## src/rtl/sc_mac_datapath.sv

```systemverilog
// Stochastic-computing multiply-accumulate datapath.
// An AND gate multiplies two stochastic vectors. A 2:1 select then picks either
// the product or an addend vector. A registered accumulator adds the number of
// ones in the selected vector to a binary count on every enabled cycle.
module sc_mac_datapath #(
    parameter int WIDTH = 16,
    parameter int ACC_W = 8
) (
    input  logic             clk,
    input  logic             rst,
    input  logic [WIDTH-1:0] mul_a,
    input  logic [WIDTH-1:0] mul_b,
    input  logic [WIDTH-1:0] add_b,
    input  logic             add_sel,
    input  logic             acc_en,
    output logic [WIDTH-1:0] prod_out,
    output logic [WIDTH-1:0] sum_vec,
    output logic [ACC_W-1:0] bin_out,
    output logic             acc_ovf
);

    // Popcount range is 0..WIDTH inclusive, so one extra value beyond 2^n-1 may be needed.
    localparam int PC_W = $clog2(WIDTH + 1);

    logic [PC_W-1:0]  pc;
    logic [ACC_W:0]   acc_sum;

    // Multiply stage: the AND of two independent streams has density p_a * p_b.
    always_comb begin
        prod_out = mul_a & mul_b;
    end

    // Scaled-add stage: a single select applies to the whole vector, not per bit.
    always_comb begin
        sum_vec = add_sel ? add_b : prod_out;
    end

    // Count the ones in the selected vector.
    always_comb begin
        pc = '0;
        for (int i = 0; i < WIDTH; i++) begin
            pc = pc + PC_W'(sum_vec[i]);
        end
    end

    // Accumulator adder. The extra top bit is the carry out of ACC_W bits.
    always_comb begin
        acc_sum = {1'b0, bin_out} + (ACC_W + 1)'(pc);
    end

    // Accumulator register. The count wraps modulo 2^ACC_W, and the wrap flag stays set until reset.
    always_ff @(posedge clk or posedge rst) begin
        if (rst) begin
            bin_out <= '0;
            acc_ovf <= 1'b0;
        end else if (acc_en) begin
            bin_out <= acc_sum[ACC_W-1:0];
            acc_ovf <= acc_ovf | acc_sum[ACC_W];
        end
    end

endmodule

```

## config.mk

```make
export PLATFORM = sky130hd
export DESIGN_NAME = sc_mac_datapath
export DESIGN_NICKNAME = d
export VERILOG_FILES = /design/src/rtl/sc_mac_datapath.sv
export SDC_FILE = /design/constraint.sdc
export NUM_CORES = 1
export LEC_CHECK = 0
export BUFFER_PORTS_ARGS = -buffer_cell sky130_fd_sc_hd__buf_2
export CAP_MARGIN = 20
export CORE_MARGIN = 5
export CORE_UTILIZATION = 35
export CTS_BUF_LIST = sky130_fd_sc_hd__clkbuf_4 sky130_fd_sc_hd__clkbuf_8
export DETAILED_ROUTE_END_ITERATION = 10
export GPL_TIMING_DRIVEN = 0
export HOLD_SLACK_MARGIN = 0.12
export PLACE_DENSITY = 0.78
export SLEW_MARGIN = 40
export SYNTH_ARGS = -nofsm -noshare
export SYNTH_HDL_FRONTEND = slang
export SYNTH_SLANG_ARGS = --single-unit
```

## constraint.sdc

```tcl
create_clock -name clk -period 3.65 [get_ports clk]
set_input_delay 0.73 -clock clk [delete_from_list [all_inputs] [get_ports clk]]
set_output_delay 0.73 -clock clk [all_outputs]
set_load 0.005 [all_outputs]
```

# Word-level counts from Yosys, hierarchy flattened

Index checks and enable logic that the tools add are counted.

Word-level logic and storage cells: 21
Bits in registers: 9
Output and inout bits: 41
Input port bits: 52

Bitwise operators: 2
$add $sub $neg: 16
Mux-type cells: 1

Operators by type and width:

| cell             | number |
|---|---|
| $add A5 B1 Y5    | 11 |
| $and A16 B16 Y16 | 1 |
| $mux W16         | 1 |
| $add A8 B5 Y9    | 1 |
| $add A4 B1 Y5    | 1 |
| $add A3 B1 Y4    | 1 |
| $add A2 B1 Y3    | 1 |
| $add A1 B1 Y2    | 1 |
| $or A1 B1 Y1     | 1 |

# Depth between registers and ports, before layout

Gate-level depths: netlist (run 1).

Depth in word-level cells: 19
Depth in mapped cells: 17
Gate-level depth less buffers: 15

# Worst setup path after synthesis (run 1)

No wires, ideal clock.

Path kind: input -> register
Start: in add_sel
End: reg bin_out[6]
Path slack: -1.161 ns
Data required time: 3.570 ns
Cell stages on the path: 17
Data arrival time: 4.731 ns
Setup time: 0.080 ns
Buffers on the path: 2
Cells stage by stage: clkbuf_1 > buf_2 > nand2_1 > o21ai_0 > inv_1 > fa_1 > inv_1 > fa_1 > fa_1 > fa_1 > fa_1 > inv_1 > fa_1 > nor2b_1 > o31a_2 > o211ai_1 > xnor2_1

Elaborated cells between the ends (all ways): 17
Classes of those cells: 16 x add/sub; 1 x mux

RTL lines:

| item                        | RTL line | source |
|---|---|---|
| start, declared             | 14       | `input logic add_sel,` |
| $mux W16                    | 35       | `sum_vec = add_sel ? add_b : prod_out;` |
| via sum_vec[7]              | 17       | `output logic [WIDTH-1:0] sum_vec,` |
| $add A5 B1 Y5 (9 in series) | 42       | `pc = pc + PC_W'(sum_vec[i]);` |
| $add A8 B5 Y9               | 48       | `acc_sum = {1'b0, bin_out} + (ACC_W + 1)'(pc);` |
| end signal, assigned        | 57       | `bin_out <= acc_sum[ACC_W-1:0];` |
| end, declared               | 18       | `output logic [ACC_W-1:0] bin_out,` |

The timed path passes the listed nets, and every way through them passes these cells.
A chain may end at the register's enable or synchronous reset.

# Final worst setup path (run 1)

Start: in add_sel
End: reg bin_out[5]

Cells in the longest elaborated chain, start to end: 17

RTL lines:

| item                         | RTL line |
|---|---|
| $mux W16 (*)                 | 35 |
| $add A1 B1 Y2                | 42 |
| $add A2 B1 Y3                | 42 |
| $add A3 B1 Y4                | 42 |
| $add A4 B1 Y5                | 42 |
| $add A5 B1 Y5 (10 in series) | 42 |
| $add A5 B1 Y5 (*)            | 42 |
| $add A8 B5 Y9 (*)            | 48 |

Every way passes the cells marked *; elsewhere a longest branch is shown, timed or not.

==> impl_results.md, run 1 <==
* P_int at 890 uW
* CTS tree: built
* Vias at 1402
* DRC viols at 0
* Slew Limit Fails at 0
* Chip Width at 70.1 um
* Fillers at 302
* Net Switching at 688 uW
* Clock power frac at 5.1%
* Synth Warn # at 0
* Grt ovf at 0
* CP Capture Type: flop
* Global placement routability congestion at 0.813
* Htree depth at 1
* Min Hold Slack at 0.422 ns
* Global-route wire length before repair at 5880 um
* Setup WS post-layout at -0.779 ns
* Final net count at 331
* Layout cells sized above 1 at 53.1%
* Post-synth top area share at 19.0%
* Syn Area/Cell at 8.22 um2
* Period utilisation layout at 121%
* Inserted Diodes at 0
* Worst-path clk slew at 0.06 ns
* Io pins at 93
* Worst Path Required at 3.78 ns
* Type of origin of the critical path: primary input
* Cells taking the most area after synthesis: fa_1 (19%), dfrtp_1 (18%), inv_1 (11%)
* Core ar. at 3420 um2
* Violation count after the first detailed-route iteration at 28
* Starting Density at 37.1%
* Worst-path fanout max at 6
* WL per Instance at 12.4 um
* Status: finished with violations
* Setup Viol. Count Final at 9
* Failing checks: negative setup slack
* Final worst path period need at 4.43 ns
* Clock Sinks at 9
* CTS buffer count at 3
* RSZ-0062 raised after global routing: yes
* Achievable Freq at 226 MHz
* Post-route ant nets at 0
* Net Sw Frac at 43.6%
* Largest net degree at the start of global routing at 11
* Hold Crit Class: in2async
* Synth Register Bits at 9
* Die Span Y at 70.1 um
* Area growth syn-to-layout at 61.1%
* Post-Syn Nets at 226
* R2R Setup Slk at 0.33 ns
* Synth area leader: fa_1
* Final Util at 59.7%
* Max-cap violations at 0
* Initial antenna violation count at 0
* Peak supply drop at 492 uV
* Worst Skew at 0.00164 ns
* Seq/Total Area, Yosys at 17.8%
* FP Rows at 21
* Gr usage total at 14.2%
* WL final at 3770 um
* Vias in the first global route at 1265
* DP Wirelength at 3050 um
* Cells after synthesis at 154
* 1st-pass router iterations at 4
* Unique masters post-synth at 31
* Reg power frac at 12.6%
* Leakage at 1.18 nW
* Die area at 4920 um2
* Crit Path Category: in2reg
* Comb pwr share at 82.2%
* Vias/cell at 4.61
* Worst-Margin Slew at 0.483 ns
* Clock Latency Late Sink at 0.25 ns
* Relative slew margins at 67.8%
* Input/output buffers at 91
* Final hold vios at 0
* Pre-CTS setup slack at -1.07 ns
* Cell Pwr Density at 774 nW/um2
* Clk buf depth at 2
* Root Buffer: clkbuf_4
* Critical Path AT at 4.56 ns
* Post-Syn Area at 1270 um2
[timing repair]
action                                 in CTS  in global routing
setup endpoints to repair                   9                  9
resized for setup                           3                 12
gates cloned                                1                  1
endpoints found under the hold margin       0                  0
pin swaps                                   4                  6
setup buffers                               3                  4
hold buffers                                0                  0
[state kept, by name, indices dropped and copies added, names as in the netlist]
name and count:
bin_out 8, acc_ovf 1
[power groups by stage]
stage          logic (mW)  registers [mW]  clock network (mW)
6_report             1.30           0.200              0.0810
2_1_floorplan       0.833           0.201                   0
3_3_place_gp         1.10           0.201                   0
3_5_place_dp         1.12           0.201                   0
5_1_grt              1.47           0.208              0.0882
4_1_cts              1.14           0.200              0.0836
[cell usage after synthesis]
library cell and n:
a31o_2 1, o31a_2 1, nor3_1 2, or3_1 1, o211a_1 1, and2_1 7
ha_1 8, nor2_1 5, o21bai_1 1, a211o_2 1, nand2_1 19, o21a_1 6
nor2b_1 2, a21oi_1 3, nor3b_1 2, buf_2 2, and4_4 1, clkbuf_1 2
inv_1 38, o211ai_1 2, a21o_1 1, fa_1 12, xnor2_1 2, o2111ai_1 1
nand4_1 2, dfrtp_1 9, a211o_1 2, mux2_2 10, a221oi_1 1, o21ai_0 5
nand3_1 4
[routing by layer]
layer	global-route usage, %	share of wire [%]
met2	24.7	51
met4	5.53	3.6
met1	17.0	39
met3	2.87	6.1
met5	0	0
[cell families (layout without fill, tap and decap cells)]
logic type,after synthesis,count (layout),synth area share [%]
simple gates,45,45,17.5
buf+inv,42,146,12.6
compound gates,26,26,14.9
fa+ha+maj,20,20,26.9
mux,10,10,8.89
xor+xnor,2,2,1.38
flops,9,9,17.8
[placed cells by master (no fill, tap or decap), types with 2 or more instances in the layout]
cell type	n
a21oi_1	3
o21ai_2	3
o21a_1	5
and2_1	7
inv_1	36
clkbuf_16	2
xnor2_1	2
fa_1	8
buf_4	7
nand4_1	2
o211ai_1	2
ha_1	7
nand2_1	19
inv_2	2
nor2_1	4
nand3_1	4
a211o_1	2
buf_2	91
dfrtp_1	9
mux2_2	9
o21ai_4	2
fa_2	4
clkbuf_4	4
nor3_1	2
nor3b_1	2
[path summary, 6_finish.rpt]
path / from / endpoint / cells after the start
max: add_sel / bin_out[5]$_DFFE_PP0P_ / 14
min: rst / bin_out[1]$_DFFE_PP0P_ / 2
max reg2reg: bin_out[0]$_DFFE_PP0P_ / bin_out[5]$_DFFE_PP0P_ / 9
min reg2reg: acc_ovf$_DFFE_PP0P_ / acc_ovf$_DFFE_PP0P_ / 1
max in group asynchronous: rst / bin_out[5]$_DFFE_PP0P_ / 2
min in group clk: acc_ovf$_DFFE_PP0P_ / acc_ovf$_DFFE_PP0P_ / 1
[worst max-delay path, cell delays in order]
cell and delay (ns):
clkbuf_16 0.14, buf_8 0.13, o21a_1 0.21, fa_1 0.54
inv_1 0.06, fa_2 0.53, fa_1 0.42, fa_1 0.46
fa_2 0.37, buf_4 0.14, a211o_1 0.26, o211a_1 0.16
and4_4 0.17, a211o_1 0.23
[area by class of cell]
cell class	instances	area (um2)	area share [%]
multi-input combinational	103	960	47.1
timing repair buffer	100	561	27.5
sequential	9	225	11.0
inverter	38	143	6.99
buffer	4	63.8	3.13
tap	46	57.6	2.82
clock buffer	4	30.0	1.47
[stage by stage]
step                      instances  TNS (ns)  area [um2]  power (mW)
after detailed placement        291     -7.77        1840        1.32
final                           304     -5.43        2040        1.58
after global placement          291     -7.58        1840        1.30
after global routing            304     -6.30        2040        1.77
after floorplan                 154     -6.48        1330        1.03
after CTS                       299     -5.10        1930        1.43
No activity file was read; power rests on OpenSTA's default activity.
==> run 2: changes to the inputs <==
Settings changed: PLACE_DENSITY 0.78 to default, PLACE_DENSITY_LB_ADDON from default to 0.05.
==> run 2 against run 1 <==
  * The flow still finishes with violations (negative setup slack)
  * Worst hold slack got worse by 0.0035 ns
  * Setup slack better by 0.016 ns
  * Via count shrank 5.2%
  * Register-to-register slack barely moved
  * Final area is 4.0% lower
  * Sequential cell count is the same
  * Core utilization fell by 2.4 points
  * Fmax is 0.37% higher
  * Die area stayed put
  * Wire length fell by 9.4%
  * First-iteration DRC count down 18%
  * Highest routed layer unchanged
==> impl_results.md, run 2 (synthesized netlist as in run 1, its figures left out) <==
* Largest net degree at the start of global routing at 11 (unchanged)
* Violation count after the first detailed-route iteration at 23 (-18%)
* Crit-path cells: clkbuf_16, buf_8, o21a_4, fa_1, inv_1, fa_1, fa_1, fa_1, fa_2, inv_2, fa_2, nor2b_2, o31a_2, o211ai_1, xnor2_1
* Clk buf depth at 2 (unchanged)
* DRC viols at 0 (unchanged)
* Clock Sinks at 9 (unchanged)
* Critical Path AT at 4.59 ns (+0.03 ns)
* WL per Instance at 11.5 um (-7.6%)
* Final hold vios at 0 (unchanged)
* Die area at 4920 um2 (unchanged)
* Relative slew margins at 69.2% (+1.4 points)
* 1st-pass router iterations at 4 (unchanged)
* Root Buffer: clkbuf_4
* DP Wirelength at 2900 um (-4.8%)
* Crit-path slowest cell: fa_1
* Clock Latency Late Sink at 0.26 ns (about the same)
* Post-route ant nets at 0 (unchanged)
* Peak supply drop at 519 uV (+5.5%)
* Fillers at 325 (+7.6%)
* Setup Viol. Count Final at 9 (unchanged)
* Area growth syn-to-layout at 54.6%
* Starting Density at 37.1% (unchanged)
* Vias/cell at 4.46 (-3.3%)
* Leakage at 1.15 nW (-3.3%)
* Hold Crit Class: in2async
* Most frequent cells in the layout: buf_2 (91), inv_1 (35), nand2_1 (19)
* Core ar. at 3420 um2 (unchanged)
* Grt ovf at 0 (unchanged)
* Htree depth at 1 (unchanged)
* Worst-path fanout max at 5 (-1)
* CP delay by family, top: adder cells
* Gr usage total at 14.5% (+0.32 points)
* Commonest non-fill, non-tap cell in the layout: buf_2
* Inserted Diodes at 0 (unchanged)
* Status: finished with violations
* Achievable Freq at 227 MHz (+0.37%)
* CTS buffer count at 3 (unchanged)
* Met1 Use GR at 18.7% (+1.7 points)
* RSZ-0062 raised after global routing: yes
* Max-cap violations at 0 (unchanged)
* Final net count at 325 (-1.8%)
* CP most frequent cell: fa_1
* Global placement routability congestion at 0.752 (-7.6%)
* Die Span Y at 70.1 um (unchanged)
* Max reg flops at 8 (unchanged)
* Initial antenna violation count at 0 (unchanged)
* Slew Limit Fails at 0 (unchanged)
* Period utilisation layout at 121% (-0.45 points)
* Hold Buf Count CTS at 0 (unchanged)
* Vias at 1329 (-5.2%)
* Setup WS post-layout at -0.763 ns (+0.0162 ns)
* DP Cell Count at 291 (unchanged)
* Seq. cell area at 225 um2 (unchanged)
* Top flop regs: bin_out (8), acc_ovf (1)
* CP bufs+invs at 4 (unchanged)
* WL final at 3420 um (-9.4%)
* FP Rows at 21 (unchanged)
* Layout cells sized above 1 at 51.6% (-1.5 points)
* Input/output buffers at 91 (unchanged)
* Top reg by flops: bin_out
* Critical Path Max Stage Delay at 0.57 ns (+0.03 ns)
* Cell Pwr Density at 749 nW/um2 (-3.3%)
* Fin cells at 298 (-2.0%)
* Vias in the first global route at 1292 (+2.1%)
* Worst-Margin Slew at 0.461 ns (-0.0213 ns)
* Worst Skew at 0.00473 ns (+0.00309 ns)
* Type of origin of the critical path: primary input
* Io pins at 93 (unchanged)
* Multi-input logic area at 946 um2 (-1.4%)
* CP Capture Type: flop
* Chip Width at 70.1 um (unchanged)
* Worst Path Required at 3.82 ns (+0.04 ns)
* Final worst path period need at 4.41 ns (-0.0162 ns)
* Failing checks: negative setup slack
* Crit Path Category: in2reg
* Grt met2 use at 23.2% (-1.5 points)
* CTS tree: built
* Global-route wire length before repair at 5930 um (+0.83%)
* Final Util at 57.3% (-2.4 points)
* Worst-path clk slew at 0.06 ns (about the same)
* Met3 Resource Use GR at 4.30% (+1.4 points)
* Top Usage Layer GRT: met2
[run 2: area by class of cell]
type,instances,area share [%]
multi-input cells,103,48.3
repair buffers,94,25.4
flip-flops and latches,9,11.5
inverters,38,7.28
plain buffers,4,3.00
well taps,46,2.94
clock buffers,4,1.53
[run 2: report_power, final]
group	total [mW]	switching (mW)	internal, mW
clock	0.0845	0.0349	0.0496
combinational	1.18	0.570	0.612
sequential	0.199	0.0446	0.154
[run 2: metal layers]
layer  routed length (um)  part of all wire [%]  up-vias
met4                   40                   1.2        0
met5                    0                     0        -
met2                 1510                    44       59
met3                  362                    11        4
li1                     -                     -      694
met1                 1510                    44      572
[run 2: worst register-to-register path, stage by stage (launching register included)]
cell and delay (ns):
dfrtp_1 0.41, fa_2 0.59, fa_1 0.43, fa_1 0.46, fa_2 0.38, inv_2 0.07, fa_2 0.20, nor2b_2 0.05
o31a_2 0.30, o211ai_1 0.20, xnor2_1 0.15
[run 2: worst paths after layout]
check	startpoint	to	slack, ns	depth (start not counted)
worst max register to register	bin_out[0]$_DFFE_PP0P_	bin_out[6]$_DFFE_PP0P_	0.33	10
worst max-delay path	add_sel	bin_out[6]$_DFFE_PP0P_	-0.76	15
worst min-delay path	rst	bin_out[2]$_DFFE_PP0P_	0.42	2
max in group asynchronous	rst	bin_out[7]$_DFFE_PP0P_	2.97	2
min in group clk	acc_ovf$_DFFE_PP0P_	acc_ovf$_DFFE_PP0P_	0.47	1
worst min register to register	acc_ovf$_DFFE_PP0P_	acc_ovf$_DFFE_PP0P_	0.47	1
[run 2: metrics by stage]
stage,worst slack (ns),power [mW],hold WS (ns),setup TNS [ns],instance area (um2)
6_report,-0.763,1.47,0.418,-5.12,1960
5_1_grt,-0.884,1.66,0.434,-6.21,1960
4_1_cts,-0.777,1.48,0.426,-5.35,1920
3_5_place_dp,-1.10,1.32,0.469,-8.08,1840
3_3_place_gp,-1.06,1.33,0.463,-7.75,1840
2_1_floorplan,-0.900,1.03,0.468,-6.48,1330
[run 2: what timing repair did]
item                                    4_1_cts  5_1_grt
buffers inserted                              2        0
endpoints found under the setup margin        9        9
pin swaps                                     4        1
cloned                                        1        0
gates resized for setup                       3        8
